$ cat config.mk
export PLATFORM = sky130hd
export DESIGN_NAME = lcd_sequencer
export DESIGN_NICKNAME = d
export VERILOG_FILES = /design/src/rtl/lcd_pkg.sv /design/src/rtl/lcd_delay_counter.sv /design/src/rtl/lcd_sequencer.sv
export SDC_FILE = /design/constraint.sdc
export NUM_CORES = 1
export LEC_CHECK = 0
export ABC_CLOCK_PERIOD_IN_PS = 4700
export CAP_MARGIN = 20
export CELL_PAD_IN_SITES_DETAIL_PLACEMENT = 0
export CELL_PAD_IN_SITES_GLOBAL_PLACEMENT = 1
export CORE_ASPECT_RATIO = 1.1
export CORE_MARGIN = 10
export CORE_UTILIZATION = 45
export CTS_BUF_LIST = sky130_fd_sc_hd__clkbuf_16
export DETAILED_ROUTE_END_ITERATION = 8
export DONT_BUFFER_PORTS = 1
export PLACE_DENSITY_LB_ADDON = 0.12
export SYNTH_ARGS = -nofsm -noshare
export SYNTH_HDL_FRONTEND = slang
export SYNTH_HIERARCHICAL = 1
export SYNTH_SLANG_ARGS = --single-unit
$ cat constraint.sdc
create_clock -name clk -period 4.7 [get_ports clk]
set_clock_uncertainty 0.15 [all_clocks]
set_input_delay 0.235 -clock clk [delete_from_list [all_inputs] [get_ports clk]]
set_output_delay 0.235 -clock clk [all_outputs]
set_load 0.02 [all_outputs]
$ cat src/rtl/lcd_pkg.sv
// Shared constants, state encoding and helpers for the LCD command sequencer.
package lcd_pkg;

  localparam logic [7:0] OP_CLEAR      = 8'h01;
  localparam logic [7:0] OP_HOME       = 8'h02;
  localparam logic [7:0] OP_ENTRY      = 8'h06;
  localparam logic [7:0] OP_DISP_OFF   = 8'h08;
  localparam logic [7:0] OP_DISP_ON    = 8'h0C;
  localparam logic [7:0] OP_CURSOR_ON  = 8'h0E;
  localparam logic [7:0] OP_SHIFT_L    = 8'h10;
  localparam logic [7:0] OP_SHIFT_R    = 8'h14;
  localparam logic [7:0] OP_FUNC_4B1L  = 8'h20;
  localparam logic [7:0] OP_FUNC_4B2L  = 8'h28;
  localparam logic [7:0] OP_FUNC_8B1L  = 8'h30;
  localparam logic [7:0] OP_FUNC_8B2L  = 8'h38;
  localparam logic [7:0] OP_WRITE      = 8'h25;

  localparam int RES_BACKLIGHT = 11;
  localparam int RES_EN        = 10;
  localparam int RES_RS        = 9;
  localparam int RES_RW        = 8;
  localparam logic [31:0] RES_UNSUPPORTED = 32'h8000_0000;

  typedef enum logic [2:0] {
    PWRUP_WAIT,
    INIT_ISSUE,
    IDLE,
    SETUP,
    EN_HIGH,
    POST_WAIT,
    DONE
  } lcd_state_t;

  // Entry 0 is sent first.
  localparam int INIT_LEN = 4;
  localparam logic [INIT_LEN-1:0][7:0] INIT_TABLE =
    {OP_ENTRY, OP_CLEAR, OP_DISP_ON, OP_FUNC_8B2L};

  function automatic int clamp1(input int v);
    return (v < 1) ? 1 : v;
  endfunction

  function automatic int max2(input int a, input int b);
    return (a > b) ? a : b;
  endfunction

  // Counters hold N-1 down to 0, so clog2(N) bits cover the largest wait.
  function automatic int cnt_width(input int maxv);
    return (maxv <= 2) ? 1 : $clog2(maxv);
  endfunction

  function automatic logic is_command(input logic [7:0] op);
    logic ok;
    case (op)
      OP_CLEAR, OP_HOME, OP_DISP_OFF, OP_DISP_ON, OP_CURSOR_ON, OP_SHIFT_L,
      OP_SHIFT_R, OP_FUNC_4B1L, OP_FUNC_4B2L, OP_FUNC_8B1L, OP_FUNC_8B2L,
      OP_WRITE: ok = 1'b1;
      default:  ok = 1'b0;
    endcase
    return ok;
  endfunction

  function automatic logic is_long_wait(input logic [7:0] op);
    return (op == OP_CLEAR) || (op == OP_HOME);
  endfunction

endpackage

$ cat src/rtl/lcd_delay_counter.sv
// Loadable down-counter with zero flag; saturates at zero instead of wrapping.
module lcd_delay_counter #(
  parameter int               WIDTH     = 8,
  parameter logic [WIDTH-1:0] RESET_VAL = '0
) (
  input  logic             clk,
  input  logic             reset,
  input  logic             en,
  input  logic             load,
  input  logic [WIDTH-1:0] load_val,
  output logic             zero
);

  logic [WIDTH-1:0] count_reg;

  always_ff @(posedge clk or negedge reset) begin
    if (!reset) begin
      count_reg <= RESET_VAL;
    end else if (en) begin
      if (load) begin
        count_reg <= load_val;
      end else if (count_reg != '0) begin
        count_reg <= count_reg - WIDTH'(1);
      end
    end
  end

  assign zero = (count_reg == '0);

endmodule

$ cat src/rtl/lcd_sequencer.sv
// Custom-instruction LCD command sequencer (HD44780-style 8-bit bus).
// Define LCD_SEQ_INIT_EN to include the power-up wait and init sequence.
module lcd_sequencer
  import lcd_pkg::*;
#(
  parameter int EN_PULSE_CYC   = 25,
  parameter int CMD_WAIT_CYC   = 2500,
  parameter int CLR_WAIT_CYC   = 82000,
  parameter int PWRUP_WAIT_CYC = 750000
) (
  input  logic        clk,
  input  logic        reset,
  input  logic        clk_en,
  input  logic        start,
  input  logic [31:0] dataa,
  input  logic [31:0] datab,
  output logic        done,
  output logic [31:0] result,
  output logic [7:0]  lcd_data,
  output logic        lcd_rs,
  output logic        lcd_rw,
  output logic        lcd_en,
  output logic        lcd_backlight
);

  localparam int EN_C    = clamp1(EN_PULSE_CYC);
  localparam int CMD_C   = clamp1(CMD_WAIT_CYC);
  localparam int CLR_C   = clamp1(CLR_WAIT_CYC);
  localparam int PWRUP_C = clamp1(PWRUP_WAIT_CYC);
  localparam int MAX_C   = max2(max2(EN_C, CMD_C), max2(CLR_C, PWRUP_C));
  localparam int CW      = cnt_width(MAX_C);

  localparam logic [CW-1:0] EN_LD  = CW'(EN_C - 1);
  localparam logic [CW-1:0] CMD_LD = CW'(CMD_C - 1);
  localparam logic [CW-1:0] CLR_LD = CW'(CLR_C - 1);

`ifdef LCD_SEQ_INIT_EN
  localparam lcd_state_t    RESET_STATE = PWRUP_WAIT;
  localparam logic [CW-1:0] CNT_RESET   = CW'(PWRUP_C - 1);
  localparam logic [1:0]    INIT_LAST   = 2'(INIT_LEN - 1);
`else
  localparam lcd_state_t    RESET_STATE = IDLE;
  localparam logic [CW-1:0] CNT_RESET   = '0;
`endif

  lcd_state_t    state_reg, state_next;
  logic          cnt_load, cnt_zero;
  logic [CW-1:0] cnt_load_val;
  logic          accept_cmd, accept_bad, load_init;
  logic [7:0]    data_reg;
  logic          rs_reg, err_reg, backlight_reg;
  logic          req_valid;
  logic [7:0]    req_op, req_chr;
  logic          unused_ok;

  assign unused_ok = ^{dataa[31:8], datab[31:8]};

`ifdef LCD_SEQ_INIT_EN
  logic       init_phase;
  logic [1:0] init_idx_reg;
  logic       pend_valid_reg;
  logic [7:0] pend_op_reg, pend_chr_reg;

  // Backlight turns on exactly when init finishes, so it doubles as the init flag.
  assign init_phase = !backlight_reg;
  assign req_valid  = pend_valid_reg || start;
  assign req_op     = pend_valid_reg ? pend_op_reg  : dataa[7:0];
  assign req_chr    = pend_valid_reg ? pend_chr_reg : datab[7:0];

  // Requests arriving anywhere in the init phase are parked and run from IDLE.
  always_ff @(posedge clk or negedge reset) begin
    if (!reset) begin
      init_idx_reg   <= '0;
      pend_valid_reg <= 1'b0;
      pend_op_reg    <= '0;
      pend_chr_reg   <= '0;
    end else if (clk_en) begin
      if (state_reg == POST_WAIT && cnt_zero && init_phase) begin
        init_idx_reg <= init_idx_reg + 2'd1;
      end
      if (init_phase && start && !pend_valid_reg) begin
        pend_valid_reg <= 1'b1;
        pend_op_reg    <= dataa[7:0];
        pend_chr_reg   <= datab[7:0];
      end else if (state_reg == IDLE) begin
        pend_valid_reg <= 1'b0;
      end
    end
  end
`else
  assign req_valid = start;
  assign req_op    = dataa[7:0];
  assign req_chr   = datab[7:0];
`endif

  lcd_delay_counter #(
    .WIDTH     (CW),
    .RESET_VAL (CNT_RESET)
  ) u_delay (
    .clk      (clk),
    .reset    (reset),
    .en       (clk_en),
    .load     (cnt_load),
    .load_val (cnt_load_val),
    .zero     (cnt_zero)
  );

  always_ff @(posedge clk or negedge reset) begin
    if (!reset) begin
      state_reg <= RESET_STATE;
    end else if (clk_en) begin
      state_reg <= state_next;
    end
  end

  always_comb begin
    state_next   = state_reg;
    cnt_load     = 1'b0;
    cnt_load_val = '0;
    accept_cmd   = 1'b0;
    accept_bad   = 1'b0;
    load_init    = 1'b0;
    case (state_reg)
`ifdef LCD_SEQ_INIT_EN
      PWRUP_WAIT: if (cnt_zero) state_next = INIT_ISSUE;
      INIT_ISSUE: begin
        load_init  = 1'b1;
        state_next = SETUP;
      end
`endif
      IDLE: begin
        if (req_valid) begin
          if (is_command(req_op)) begin
            accept_cmd = 1'b1;
            state_next = SETUP;
          end else begin
            accept_bad = 1'b1;
            state_next = DONE;
          end
        end
      end
      SETUP: begin
        cnt_load     = 1'b1;
        cnt_load_val = EN_LD;
        state_next   = EN_HIGH;
      end
      EN_HIGH: begin
        if (cnt_zero) begin
          cnt_load     = 1'b1;
          cnt_load_val = (!rs_reg && is_long_wait(data_reg)) ? CLR_LD : CMD_LD;
          state_next   = POST_WAIT;
        end
      end
      POST_WAIT: begin
        if (cnt_zero) begin
`ifdef LCD_SEQ_INIT_EN
          if (init_phase) begin
            state_next = (init_idx_reg == INIT_LAST) ? IDLE : INIT_ISSUE;
          end else begin
            state_next = DONE;
          end
`else
          state_next = DONE;
`endif
        end
      end
      DONE:    state_next = IDLE;
      default: state_next = RESET_STATE;
    endcase
  end

  // Bus byte and rs are captured once and held through POST_WAIT.
  always_ff @(posedge clk or negedge reset) begin
    if (!reset) begin
      data_reg      <= '0;
      rs_reg        <= 1'b0;
      err_reg       <= 1'b0;
      backlight_reg <= 1'b0;
    end else if (clk_en) begin
      if (accept_cmd) begin
        data_reg <= (req_op == OP_WRITE) ? req_chr : req_op;
        rs_reg   <= (req_op == OP_WRITE);
        err_reg  <= 1'b0;
      end else if (accept_bad) begin
        err_reg <= 1'b1;
      end
`ifdef LCD_SEQ_INIT_EN
      if (load_init) begin
        data_reg <= INIT_TABLE[init_idx_reg];
        rs_reg   <= 1'b0;
      end
`endif
      if (state_next == IDLE) begin
        backlight_reg <= 1'b1;
      end
    end
  end

  always_comb begin
    lcd_en = (state_reg == EN_HIGH);
    done   = (state_reg == DONE);
    result = '0;
    if (state_reg == DONE) begin
      if (err_reg) begin
        result = RES_UNSUPPORTED;
      end else begin
        result[7:0]           = data_reg;
        result[RES_RW]        = 1'b0;
        result[RES_RS]        = rs_reg;
        result[RES_EN]        = 1'b1;
        result[RES_BACKLIGHT] = backlight_reg;
      end
    end
  end

  assign lcd_data      = data_reg;
  assign lcd_rs        = rs_reg;
  assign lcd_rw        = 1'b0;
  assign lcd_backlight = backlight_reg;

endmodule

## Yosys cells after proc, flatten, opt, wreduce, memory -nomap -nowiden

Cells that the tools add are included.

- Bits in registers: 34
- Output and inout bits: 45
- Word-level logic and storage cells: 66
- Bits of input ports: 68

- Reduce and logical (&&, ||, !) cells: 12
- Mux-type cells: 27
- $add $sub $neg: 1
- Equality and inequality tests: 20

Operator list:

| kind | number |
|---|---|
| $mux 20 | 3 |
| $eq 8x6->1 const B | 5 |
| $mux 17 | 2 |
| $pmux 17 s2 | 1 |
| $mux 32 | 1 |
| $eq 8x4->1 const B | 3 |
| $logic_not 20->1 | 1 |
| $reduce_bool 20->1 | 1 |
| $sub 20x1->20 const B | 1 |
| $eq 8x1->1 const B | 2 |
| $eq 8x2->1 const B | 2 |
| $eq 8x5->1 const B | 2 |
| $mux 1 | 12 |
| $mux 12 | 1 |
| $mux 3 | 4 |
| $pmux 3 s4 | 1 |
| $reduce_or 12->1 | 1 |
| $eq 3x2->1 const B | 3 |
| $eq 3x3->1 const B | 3 |
| $mux 8 | 1 |
| $reduce_and 2->1 | 4 |
| $reduce_bool 2->1 | 2 |
| $pmux 1 s2 | 1 |
| $logic_and 1x1->1 | 1 |
| other kinds (2) | 2 |

## Depth between registers and ports, before layout

Gate-level depths: netlist (run 1).

- Word-level depth: 10
- Mapped depth: 14
- Gate-level depth less buffers: 13

## Cells and area by module

The synthesis (run 1) kept the hierarchy.

By module, submodules not included:

| module | seq. area each (um^2) | times used | cells each | area an instance (um^2) |
|---|---|---|---|---|
| lcd_delay_counter | 500.5 | 1 | 171 | 1431.4 |
| lcd_sequencer | 351.6 | 1 | 133 | 1117.3 |

## Least setup slack after synthesis (run 1)

Ideal clock, no wire load.

- Path type: reg-to-reg
- Start: register u_delay.count_reg[0]
- End: register u_delay.count_reg[3]
- Arrival: 3.289 ns
- Setup time: 0.146 ns
- Clock period less this slack: 3.585 ns
- Data required time: 4.404 ns
- Buffers on the path: 3
- Cell stages (with the launch flop): 14
- Slack: 1.115 ns
- Cell sequence: dfrtp_1 inv_1 ha_1 or4b_2 or4_1 clkbuf_1 nor2_2 or3b_1 nand2_1 clkbuf_1 clkbuf_1 o221ai_1 nand3_1 o311ai_0

- Word-level cells in the longest chain between the ends: 5
- Elaborated cells on any way between the ends: 11
- Those cells by class: add/sub: 1; mux: 6; reduce/logical: 4

Ends and longest elaborated chain:

| element | RTL line | text |
|---|---|---|
| start, declared | lcd_delay_counter.sv:14 | `logic [WIDTH-1:0] count_reg;` |
| start signal, assigned | lcd_delay_counter.sv:21 | `count_reg <= load_val;` |
| start signal, assigned | lcd_delay_counter.sv:23 | `count_reg <= count_reg - WIDTH'(1);` |
| $logic_not 20->1 (*) | lcd_delay_counter.sv:28 | `assign zero = (count_reg == '0);` |
| net cnt_zero | lcd_sequencer.sv:47 | `logic cnt_load, cnt_zero;` |
| $mux 1 (*) | lcd_sequencer.sv:148 | `if (cnt_zero) begin` |
| $pmux 1 s2 (*) | lcd_sequencer.sv:123 | `case (state_reg)` |
| net cnt_load | lcd_sequencer.sv:47 |  |
| $reduce_bool 2->1 (no line) | - |  |
| $reduce_and 2->1 (no line) | - |  |

The timed path passes the listed nets; every way through them passes the cells marked *. The select of a mux whose other input is x is not followed.
A chain may end at the register's enable or synchronous reset.

## Final worst setup path (run 1)

- Start: register u_delay.count_reg[0]
- End: register u_delay.count_reg[5]

Same word-level chain as after synthesis.

==> results of run 1 <==
cell usage after synthesis (all sizes together) (7+ instances only):
library cell  count
or4               9
nand3             7
a21oi            15
inv               7
nor3              8
nor2             13
and2             14
o21ai            23
dfrtp            33
clkbuf           14
buf              25
nor2b             8
nand2            28
worst max-delay path: stages (launching register included):
cell and delay (ps):
dfrtp_1 430, inv_1 100, ha_1 170, or4b_2 620, or4_1 640, nor2_2 280, or3b_1 430, nand2_1 100
inv_1 240, nand2_1 290, or2_2 210, o311ai_0 150
report_power, final:
group          total [W]  leakage (nW)  internal (W)  switching, W
Sequential      0.000388         0.410      0.000330     0.0000580
Clock           0.000316        0.0748      0.000192      0.000124
Combinational   0.000163         0.644     0.0000667     0.0000966
Total           0.000867          1.13      0.000589      0.000278
layout make-up:
| type | instances | area share [%] |
|---|---|---|
| sequential | 34 | 30.5 |
| tap | 75 | 3.36 |
| inverter | 7 | 0.940 |
| clock inverter | 3 | 0.492 |
| multi-input combinational | 253 | 55.0 |
| timing repair buffer | 14 | 5.28 |
| clock buffer | 5 | 4.47 |
worst max path at each step:
stage                                    start              endpoint  slack, ps  cells past startpoint
after floorplan           u_delay/count_reg[0]  u_delay/count_reg[3]       1120                     13
after global placement    u_delay/count_reg[0]  u_delay/count_reg[5]        770                     11
after detailed placement  u_delay/count_reg[0]  u_delay/count_reg[5]        750                     11
after CTS                 u_delay/count_reg[0]  u_delay/count_reg[5]        730                     11
after global routing      u_delay/count_reg[0]  u_delay/count_reg[3]        500                     11
final                     u_delay/count_reg[0]  u_delay/count_reg[5]        730                     11
routing by layer:
layer / vias up / track usage [%]
li1: 1095 / -
met2: 68 / 25.3
met3: 6 / 5.16
met1: 1056 / 17.7
met4: 0 / 4.16
met5: - / 0
stage by stage:
step | std cells | utilization, % | total power [W] | instance area [sq um] | hold WS, ps
global placement | 370 | 46.4 | 0.000535 | 2520 | -209
CTS | 391 | 51.5 | 0.000877 | 2800 | 1.64
detailed placement | 370 | 46.4 | 0.000537 | 2520 | -209
global route | 391 | 51.5 | 0.000913 | 2800 | 20.1
finish | 391 | 51.5 | 0.000867 | 2800 | 2.98
floorplan | 333 | - | 0.000520 | 2660 | -211
cells by family (layout without fill, tap and decap cells):
kind of cell             count (synthesis)  after routing  synth area share [%]
AND/OR/NAND/NOR                        128            128                  29.8
buffers and inverters                   46             29                  10.5
adder cells (fa/ha/maj)                  2              2                 0.982
multiplexers                             3              3                  1.18
flip-flops                              34             34                  33.4
XOR/XNOR                                 2              2                 0.687
AO/OA/AOI/OAI                           88             88                  23.3
other                                    1             30                 0.147
timing repair:
item | 4_1_cts | 5_1_grt
hold buffers | 13 | 0
endpoints found under the hold margin | 51 | 0
resized for setup | 0 | 0
setup buffers | 0 | 0
==> results.cfg, run 1 <==
[worst_setup_path]
r2r_end = u_delay/count_reg[5]
cp_data_arrival_time_ps = 3950
worstPathMaxFanout = 16
required_ps = 4680
ff2ff_path_depth = 11
worstSetupPathType = register to register
rr_startpoint = u_delay/count_reg[0]
regToRegSetupSlack_ps = 730
crit_path_end_kind = register
cp-start-kind = register

[final_layout]
register_area_sq_um = 852
largest_reg_flops = 20
diodes = 0
nFillCells = 537
area_growth_pct = 9.72
layout_common_cells = dfrtp_1 (33), conb_1 (30), nand2_1 (28)
drive_gt1_share_pct = 8.54
final_common_cell = dfrtp_1
layout.nets = 385
multiInputGateArea_sq_mm = 0.00154

[routing]
drtPass1Iterations = 4
wl_met1_microns = 3000
met3_length_microns = 507
drt_iter0_drc = 178
highest_layer = met4
drcViolationCount = 0
vias = 2225
wl_per_cell_microns = 17.9
routed_via_density = 5.69
wl_met2_microns = 3440
antenna_left = 0
wl_microns = 7000

[clocking]
clk_pin_slew_ps = 60
cts_tree = done
cts_buffer_depth = 2
cts-htree-levels = 2
cts_buffers = 5
insertion_delay_ps = 280
cts_sinks = 34
cts-root-buf = clkbuf_16

[outcome]
status = complete, no violations

[global_routing]
grt_usage_pct = 15.0
grt_pass1_wl_microns = 11300
first_global_vias = 2259
overflow = 0
antenna_found_initial = 0
grt_max_degree = 37

[flow_run]
drv_cap = 0

[synth]
synth_enable_flop_cells = 0
synth_cell_types = 68
synthTopCellsByArea = dfrtp_1 (32%), buf_4 (6.2%), nand2_1 (4.1%)
yosysWarningCount = 6
synth_area_sq_mm = 0.00255
ys.flop_type = dfrtp_1
synth_async_sr_flop_share_pct = 100
synth.top_cell.area_share_pct = 32.4
yosys.area.top_type = dfrtp_1
ys_ff_latch = 34
yosysSeqAreaShare_pct = 33.4
avgSynthCellArea_sq_um = 8.38
netlist_instances = 304

[worst_hold_path]
min_path_cells = 3
hp-start = clk_en
holdCritPathClass = input port to register
min_to = state_reg[2]

[placement]
dp_hpwl_microns = 4880
dp_slack_ps = 753
place.gp.congestion = 0.804
io_buffers = 0

[die]
die_x_microns = 91.8
io_pins = 113
die_height_microns = 98.9
coreArea_sq_mm = 0.00543
start_util_pct = 46.9
placementRows = 28
die-area_sq_mm = 0.00908

[timing]
period_share_pct = 84.5
finalCriticalPeriod_ps = 3970
setup_ws_ps = 727
max-slew-margin-rel_pct = 39.3
setup_viol = 0
rsz0062_at_grt = false
maxSlewViolCount = 0
hold_viol_final = 0
fin_tns_setup_ps = 0
worstMarginPinSlew_ps = 909
max_freq_ghz = 0.252

[pwr]
static-leakage-power_nw = 1.13
p_per_area_mw_per_mm2 = 310
ir_drop_mv = 0.142
Note: power is estimated with default switching activity, not from simulation.
==> inputs of run 2 (changes only) <==
Settings changed: ABC_CLOCK_PERIOD_IN_PS 4700 to 3800.
Clock period 4.7 ns to 3.8 ns, I/O delays scaled along.
==> run 2 against run 1 <==
Effect of this change: sequential cell count stayed put; power is 23% higher; die area stayed put; wire length is 3.0% higher; utilization is 2.3 points higher; register-to-register slack worse by 440 ps; final area is 4.5% higher; cell count is 3.8% higher; critical path depth is 2 higher; fmax is 13% higher; worst hold slack better by 12 ps; global-route usage is 0.83 points higher; critical endpoint is now u_delay/count_reg[3]; largest cell class unchanged; largest power group unchanged.
==> results.cfg, run 2 (synthesized netlist as in run 1, its figures left out) <==
[outcome]
status = complete, no violations

[placement]
place.gp.congestion = 0.782
io_buffers = 0
dp_slack_ps = 343
dp_hpwl_microns = 5170

[global_routing]
grt_usage_pct = 15.9
overflow = 0
grt_pass1_wl_microns = 12000
first_global_vias = 2425
antenna_found_initial = 0
grt_max_degree = 35

[timing]
max-slew-margin-rel_pct = 38.9
setup_viol = 0
maxSlewViolCount = 0
period_share_pct = 92.3
worstMarginPinSlew_ps = 915
fin_hold_ws_ps = 14.6
rsz0062_at_grt = false
hold_viol_final = 0
finalCriticalPeriod_ps = 3510
fin_tns_setup_ps = 0
setup_ws_ps = 291
max_freq_ghz = 0.285

[clocking]
cts-root-buf = clkbuf_16
clk_pin_slew_ps = 50
insertion_delay_ps = 270
cts_tree = done
cts_buffers = 5
cts_buffer_depth = 2
cts_sinks = 34
cts.repair.resized = 0
cts-htree-levels = 2

[routing]
drtPass1Iterations = 4
wl_per_cell_microns = 17.8
routed_via_density = 5.73
vias = 2326
drt_iter0_drc = 113
antenna_left = 0
drcViolationCount = 0
wl_microns = 7210

[die]
coreArea_sq_mm = 0.00543
die_height_microns = 98.9
die-area_sq_mm = 0.00908
placementRows = 28
io_pins = 113
start_util_pct = 46.9
die_x_microns = 91.8

[worst_setup_path]
ff2ff_path_depth = 13
cp_data_arrival_time_ps = 3520
cp-start-kind = register
rr_startpoint = u_delay/count_reg[0]
crit_path_end_kind = register
worstPathMaxFanout = 6
required_ps = 3810
worstSetupPathType = register to register
cp-startpoint = u_delay/count_reg[0]

[final_layout]
drive_gt1_share_pct = 10.3
layout.nets = 400
layout_common_cells = dfrtp_1 (33), conb_1 (30), nand2_1 (28)
register_area_sq_um = 852
final_common_cell = dfrtp_1
area_growth_pct = 14.6
nFillCells = 534
multiInputGateArea_sq_mm = 0.00154
largest_reg_flops = 20
diodes = 0

[pwr]
ir_drop_mv = 0.276
static-leakage-power_nw = 1.20
p_per_area_mw_per_mm2 = 365

[worst_hold_path]
holdCritPathClass = input port to register
min_path_cells = 2
hp-start = clk_en

[flow_run]
drv_cap = 0
==> run 2: cell type report <==
| class | count | area share (%) |
|---|---|---|
| inverter | 7 | 0.899 |
| multi-input combinational | 253 | 52.6 |
| sequential | 34 | 29.2 |
| tap | 75 | 3.21 |
| clock inverter | 3 | 0.385 |
| timing repair buffer | 29 | 9.42 |
| clock buffer | 5 | 4.28 |
==> run 2: per-layer routing <==
metal | wire, microns | track usage (%) | vias up
met4 | 81 | 4.87 | 0
li1 | - | - | 1129
met2 | 3620 | 27.9 | 67
met5 | 0 | 0 | -
met1 | 3060 | 17.8 | 1124
met3 | 446 | 5.08 | 6
==> run 2: worst max-delay path, stage by stage, from the launching register on <==
cell,delay (ps)
dfrtp_1,420
inv_1,100
ha_1,180
or4b_2,610
or4_1,540
nor2_2,140
or3b_1,410
inv_1,170
and2_1,170
nand2b_1,110
nand2_1,70
o221ai_1,90
nand3_1,100
o311ai_0,140
==> run 2: timing repair <==
| action | in CTS | in global routing |
|---|---|---|
| hold buffers | 19 | 0 |
| endpoints found under the setup margin | 0 | 0 |
| buffers inserted | 0 | 0 |
| hold endpoints to repair | 58 | 0 |
==> run 2: final timing paths <==
kind | to | slack [ps]
worst min register to register | err_reg | 360
min in group asynchronous | u_delay/count_reg[15] | 220
worst min-delay path | state_reg[2] | 10
worst max-delay path | u_delay/count_reg[3] | 290
worst max register to register | u_delay/count_reg[3] | 290
max in group asynchronous | state_reg[1] | 3030
==> run 2: through the flow <==
step	power (W)	instance area [sq um]	std cells	utilization, %
after global routing	0.00113	2920	406	53.8
after detailed placement	0.000667	2580	379	47.6
after floorplan	0.000644	2660	333	-
after CTS	0.00108	2920	406	53.8
after global placement	0.000662	2580	379	47.6
final	0.00107	2920	406	53.8
==> run 2: where the power goes <==
| group | leakage (nW) | switching [W] | internal [W] |
|---|---|---|---|
| combinational | 0.716 | 0.000122 | 0.0000885 |
| clock | 0.0738 | 0.000141 | 0.000235 |
| sequential | 0.410 | 0.0000720 | 0.000408 |
